File: src/rtl/decoder_scan.sv
// decoder_scan: registered binary-to-one-hot decoder with enable and prescaled autonomous scan
module decoder_scan #(
  parameter int SEL_W      = 2,
  parameter int DIV_W      = 16,
  parameter int ACTIVE_LOW = 0
) (
  input  logic                    clk,
  input  logic                    rst,
  input  logic                    en,
  input  logic                    mode,
  input  logic                    dir,
  input  logic [SEL_W-1:0]        x,
  input  logic [DIV_W-1:0]        div,
  output logic [(1<<SEL_W)-1:0]   y,
  output logic [SEL_W-1:0]        idx,
  output logic                    tick
);
  localparam int N = 1 << SEL_W;
  localparam logic [N-1:0] OFF = (ACTIVE_LOW != 0) ? {N{1'b1}} : {N{1'b0}};
  logic [SEL_W-1:0] idx_q, idx_d;
  logic [DIV_W-1:0] cnt_q, cnt_d;
  logic [N-1:0]     y_q, y_d;
  logic             tick_q, mode_q, run, step;
  // scanning only counts once mode has been 1 for a full edge, so a 0->1 change restarts the prescaler
  always_comb begin
    run   = en && mode && mode_q;
    step  = run && (cnt_q >= div);
    cnt_d = (run && !step) ? cnt_q + DIV_W'(1) : '0;
    idx_d = !en ? idx_q : !mode ? x : !step ? idx_q : dir ? idx_q - SEL_W'(1) : idx_q + SEL_W'(1);
    y_d   = en ? (OFF ^ (N'(1) << idx_d)) : OFF;
  end
  always_ff @(posedge clk or posedge rst) begin
    if (rst) begin
      idx_q  <= '0;
      cnt_q  <= '0;
      tick_q <= 1'b0;
      mode_q <= 1'b0;
      y_q    <= OFF;
    end else begin
      idx_q  <= idx_d;
      cnt_q  <= cnt_d;
      tick_q <= step;
      mode_q <= mode;
      y_q    <= y_d;
    end
  end
  assign y    = y_q;
  assign idx  = idx_q;
  assign tick = tick_q;
endmodule
File: config.mk
export PLATFORM = sky130hd
export DESIGN_NAME = decoder_scan
export DESIGN_NICKNAME = d
export VERILOG_FILES = /design/src/rtl/decoder_scan.sv
export SDC_FILE = /design/constraint.sdc
export NUM_CORES = 1
export LEC_CHECK = 0
export ABC_CLOCK_PERIOD_IN_PS = 2520
export CORE_MARGIN = 10
export CORE_UTILIZATION = 62
export DETAILED_ROUTE_END_ITERATION = 10
export DONT_BUFFER_PORTS = 1
export PLACE_DENSITY = 0.86
export SYNTH_ARGS = -nofsm -noshare
export SYNTH_HDL_FRONTEND = slang
export SYNTH_SLANG_ARGS = --single-unit
File: constraint.sdc
create_clock -name clk -period 2.52 [get_ports clk]
set_input_delay 0.252 -clock clk [delete_from_list [all_inputs] [get_ports clk]]
set_output_delay 0.252 -clock clk [all_outputs]
set_load 0.03 [all_outputs]
# Yosys cells after proc, flatten, opt, wreduce, memory -nomap -nowiden
# Index checks and enable logic that the tools add are counted.
# Widths: inputs -> output; s select.
[totals] elab_cells=21 reg_bits=24
[classes] shift=1 n_lt_le_gt_ge=1 add_sub_neg=3 n_mux=6 reduce_logical=5
[op_table] op="$add 16x1->16 const B" count=1
[op_table] op="$ge 16x16->1" count=1
[op_table] op="$mux 16" count=1
[op_table] op="$mux 2" count=4
[op_table] op="$logic_and 1x1->1" count=4
[op_table] op="$mux 4" count=1
[op_table] op="$shl 1x2->4 const A" count=1
[op_table] op="$add 2x1->2 const B" count=1
[op_table] op="$sub 2x1->2 const B" count=1
[op_table] op="$logic_not 1->1" count=1

# Longest topological paths before layout
[logic_depth] ltp_word=8 ltp_mapped=10 ltp_nobuf=8

# Worst setup path before layout
# Ideal clock, no wire load.
[synth_path] path_kind="register to register" from="register cnt_q[0]" to="register cnt_q[10]" setup_time_ns=0.071 path_buffers=2 path_stages_with_launch=11 setup_slack_ns=0.248 required_time_ns=2.449 arrival_time_ns=2.201 cell_sequence="dfrtp_1 > inv_1 > ha_1 > nand2b_4 > a2111o_1 > a311oi_2 > nand2_1 > or2_1 > buf_6 > buf_6 > nor2_1"
[synth_between] elab_chain_len=5 elab_cells_between_ends=6 cone_classes="add/sub: 1; order compare: 1; mux: 1; reduce/logical: 3"
[synth_lines] item="start, declared" line_no="21" text="logic [DIV_W-1:0] cnt_q, cnt_d;"
[synth_lines] item="start signal, assigned" line_no="41" text="cnt_q <= cnt_d;"
[synth_lines] item="$ge 16x16->1" line_no="27" text="step = run && (cnt_q >= div);"
[synth_lines] item="$logic_and 1x1->1" line_no="27"
[synth_lines] item="$logic_not 1->1"
[synth_lines] item="$logic_and 1x1->1" line_no="28" text="cnt_d = (run && !step) ? cnt_q + DIV_W'(1) : '0;"
[synth_lines] item="$mux 16 *" line_no="28"
[synth_lines] item="via cnt_d[10]" line_no="21"
# The timed path passes the listed nets; every way through them passes the cells marked *.

# Worst setup path in the final report
[layout_path] from="register cnt_q[0]" to="register y_q[0] (netlist: y[0])"
[layout_between] elab_chain_len=7
[layout_lines] item="$ge 16x16->1" line_no="27"
[layout_lines] item="$logic_and 1x1->1" line_no="27"
[layout_lines] item="$mux 2 (3 in series)" line_no="29" text="idx_d = !en ? idx_q : !mode ? x : !step ? idx_q : dir ? idx_q - SEL_W'(1) : idx_q + SEL_W'(1);"
[layout_lines] item="$shl 1x2->4" line_no="30" text="y_d = en ? (OFF ^ (N'(1) << idx_d)) : OFF;"
[layout_lines] item="$mux 4" line_no="30"
[layout_lines] item="via y_d[0]" line_no="22" text="logic [N-1:0] y_q, y_d;"
[layout_lines] item="end signal, assigned" line_no="44" text="y_q <= y_d;"
[layout_lines] item="end, declared" line_no="22"
# The timed path passes the listed nets, and every way through them passes these cells.

==> reports/results.ini <==
[critical_path]
cp_slowest_stage_delay_ps = 440
cp-start-kind = flip-flop
crit_arrival_ps = 2610
cp_num_buf_inv = 1
cp.required_ps = 2720
worstPathMaxFanout = 4
endpoint_kind = flip-flop
crit_type = reg -> reg
critical_path.top_delay_family = compound AO/OA/AOI/OAI gates
crit_path_cell_trace = inv_1 -> ha_1 -> nand2b_4 -> a2111o_1 -> a311oi_4 -> and2_2 -> o32ai_1 -> nor4b_1
cp_slowest_cell = a2111o_1

[yosys]
yosysWarnings = 0
yosysSeqAreaShare_pct = 38.87
avgSynthCellArea_um2 = 9.090
synth_async_sr_flop_share_pct = 100.0
synth_flop_cell = dfrtp_1
syn_nets = 210
synth_edf_count = 0
syn_area_mm2 = 0.001545
ys_ff_latch = 24
syn_inst = 170
synth.distinct_cells = 34

[drt]
drcViolationCount = 0
initialDrtViolationCount = 64
viasPerCell = 5.970
vias = 1206
drtPass1Iterations = 4
wl_met1_um = 1345
maxUsedRoutingLayer = met4
dr_wl_met3_um = 152
drt-total-wl_um = 3278
wl_met2_um = 1751
ant_nets = 0
wl_per_cell_um = 16.23

[power]
power.leakage_nw = 0.8023
power.density_mw_per_mm2 = 417.9
irDropWorstVdd_v = 0.0003220
power_mw = 0.6729

[final_layout]
stdcell_count = 202
nFillCells = 190
most-common-layout-cells = 24 x inv_1, 24 x dfrtp_1, 23 x nor2_1
multi_input_area_um2 = 842.1
layout-drive-gt1-share_pct = 4.651
diodes = 0
finalNetCount = 214
syn_to_final_growth_pct = 4.210
regArea_um2 = 600.6

[timing]
finalHoldViolCount = 0
rsz0062_at_grt = false
min_period_ps = 2418
slew_headroom_pct = 39.23
worst-slew-pin-transition_ps = 910.5
holdWs_ps = 21.13
fin_crit_sh_pct = 95.94
max_freq_mhz = 413.6
finalMaxSlewViolations = 0
setup_violations = 0
skew_ps = 8.816
setup-tns-final_ps = 0

[clock_tree]
cts_buffers = 3
cts-root-buf = clkbuf_4
clk_pin_slew_ps = 130
cts.sinks = 24
cts_tree = built
ctsLongestPathBuffers = 2
cts_max_level = 1
clock_latency_ps = 300

[grt]
grt_max_degree = 25
overflow = 0
first_global_vias = 1213
antenna_found_initial = 0
grt_pass1_wl_um = 5181
grt_util_all_layers_pct = 12.49

[die]
fp.dieW_um = 69.93
ios = 30
initial_utilization_pct = 63.53
chipHeight_um = 69.93
die-area_mm2 = 0.004890
coreArea_mm2 = 0.002432
row_count = 18

[worst_hold_path]
hold_class = in -> async

[placed_design]
hpwlAfterDp_um = 2560
placedCellCount = 197
gp_congestion = 0.8133
portBuffers = 0

[job]
drv_cap = 0

[outcome]
outcome = finished, final reports clean

[worst paths after layout]
path,depth (start not counted),from,endpoint,slack [ps]
worst min register to register,1,cnt_q[0],cnt_q[0],500
worst min-delay path,1,rst,mode_q,20
worst max register to register,8,cnt_q[0],y[0],100
max in group asynchronous,1,rst,cnt_q[14],1950
min in group clk,1,en,y[1],70
worst max-delay path,8,cnt_q[0],y[0],100
[cell usage after synthesis, drive strengths merged (2+ instances only)]
cell type / n / share of area, %
xor2: 8 / 4.5
xnor2: 7 / 4.0
nor2: 23 / 5.6
nor3: 4 / 1.3
ha: 17 / 14
dfrtp: 24 / 39
nand2: 7 / 1.7
nand4: 6 / 2.4
o22ai: 3 / 1.2
a211o: 2 / 1.1
a21oi: 6 / 1.9
nand2b: 2 / 1.3
buf: 2 / 1.5
nand3: 12 / 3.9
and3: 4 / 1.6
o21ai: 3 / 0.97
inv: 24 / 5.8
[state kept, by name, indices dropped and copies added (netlist names)]
name	flops
cnt_q	16
idx	2
mode_q	1
tick	1
y	4
[cell families after synthesis]
family / after synthesis / share of synthesized area [%]
simple gates: 63 / 20.08
compound gates: 23 / 10.61
xor+xnor: 15 / 8.502
mux: 1 / 0.6478
flops: 24 / 38.87
buf+inv: 27 / 7.530
fa+ha+maj: 17 / 13.76
[per-layer routing]
layer / up-vias / track usage [%]
li1: 585 / -
met1: 591 / 13.89
met4: 0 / 2.632
met3: 4 / 3.672
met2: 26 / 22.76
met5: - / 0
[where the power goes]
part	internal [mW]	switching [mW]	leakage, nW
registers	0.396	0.0316	0.326
logic	0.0338	0.0474	0.463
clock network	0.0556	0.108	0.0138
[stage by stage]
step	util (%)	setup slack (ps)	instance area [um2]
2_1_floorplan	-	247.5	1545
3_3_place_gp	63.99	141.5	1556
3_5_place_dp	63.99	29.14	1556
4_1_cts	65.33	21.57	1589
5_1_grt	66.20	19.36	1610
6_report	66.20	102.2	1610
[worst register-to-register path, cell delays in order, from the launching register on]
cell      delay, ps
dfrtp_1         410
inv_1            60
ha_1            280
nand2b_4        140
a2111o_1        440
a311oi_4        280
and2_2          230
o32ai_1         120
nor4b_1         340
[repair_timing]
action,CTS,global route
endpoints found under the setup margin,5,20
hold buffers,1,0
pin swaps,0,2
hold endpoints to repair,1,0
gates resized for setup,1,2
setup buffers,0,1
[final cells by class]
type,count,share of cell area [%]
Timing Repair Buffer,2,1.088
Sequential cell,24,37.30
Multi-Input combinational cell,119,52.29
Tap cell,30,2.331
Clock buffer,3,1.399
Inverter,24,5.594
No activity file was read; power rests on OpenSTA's default activity.
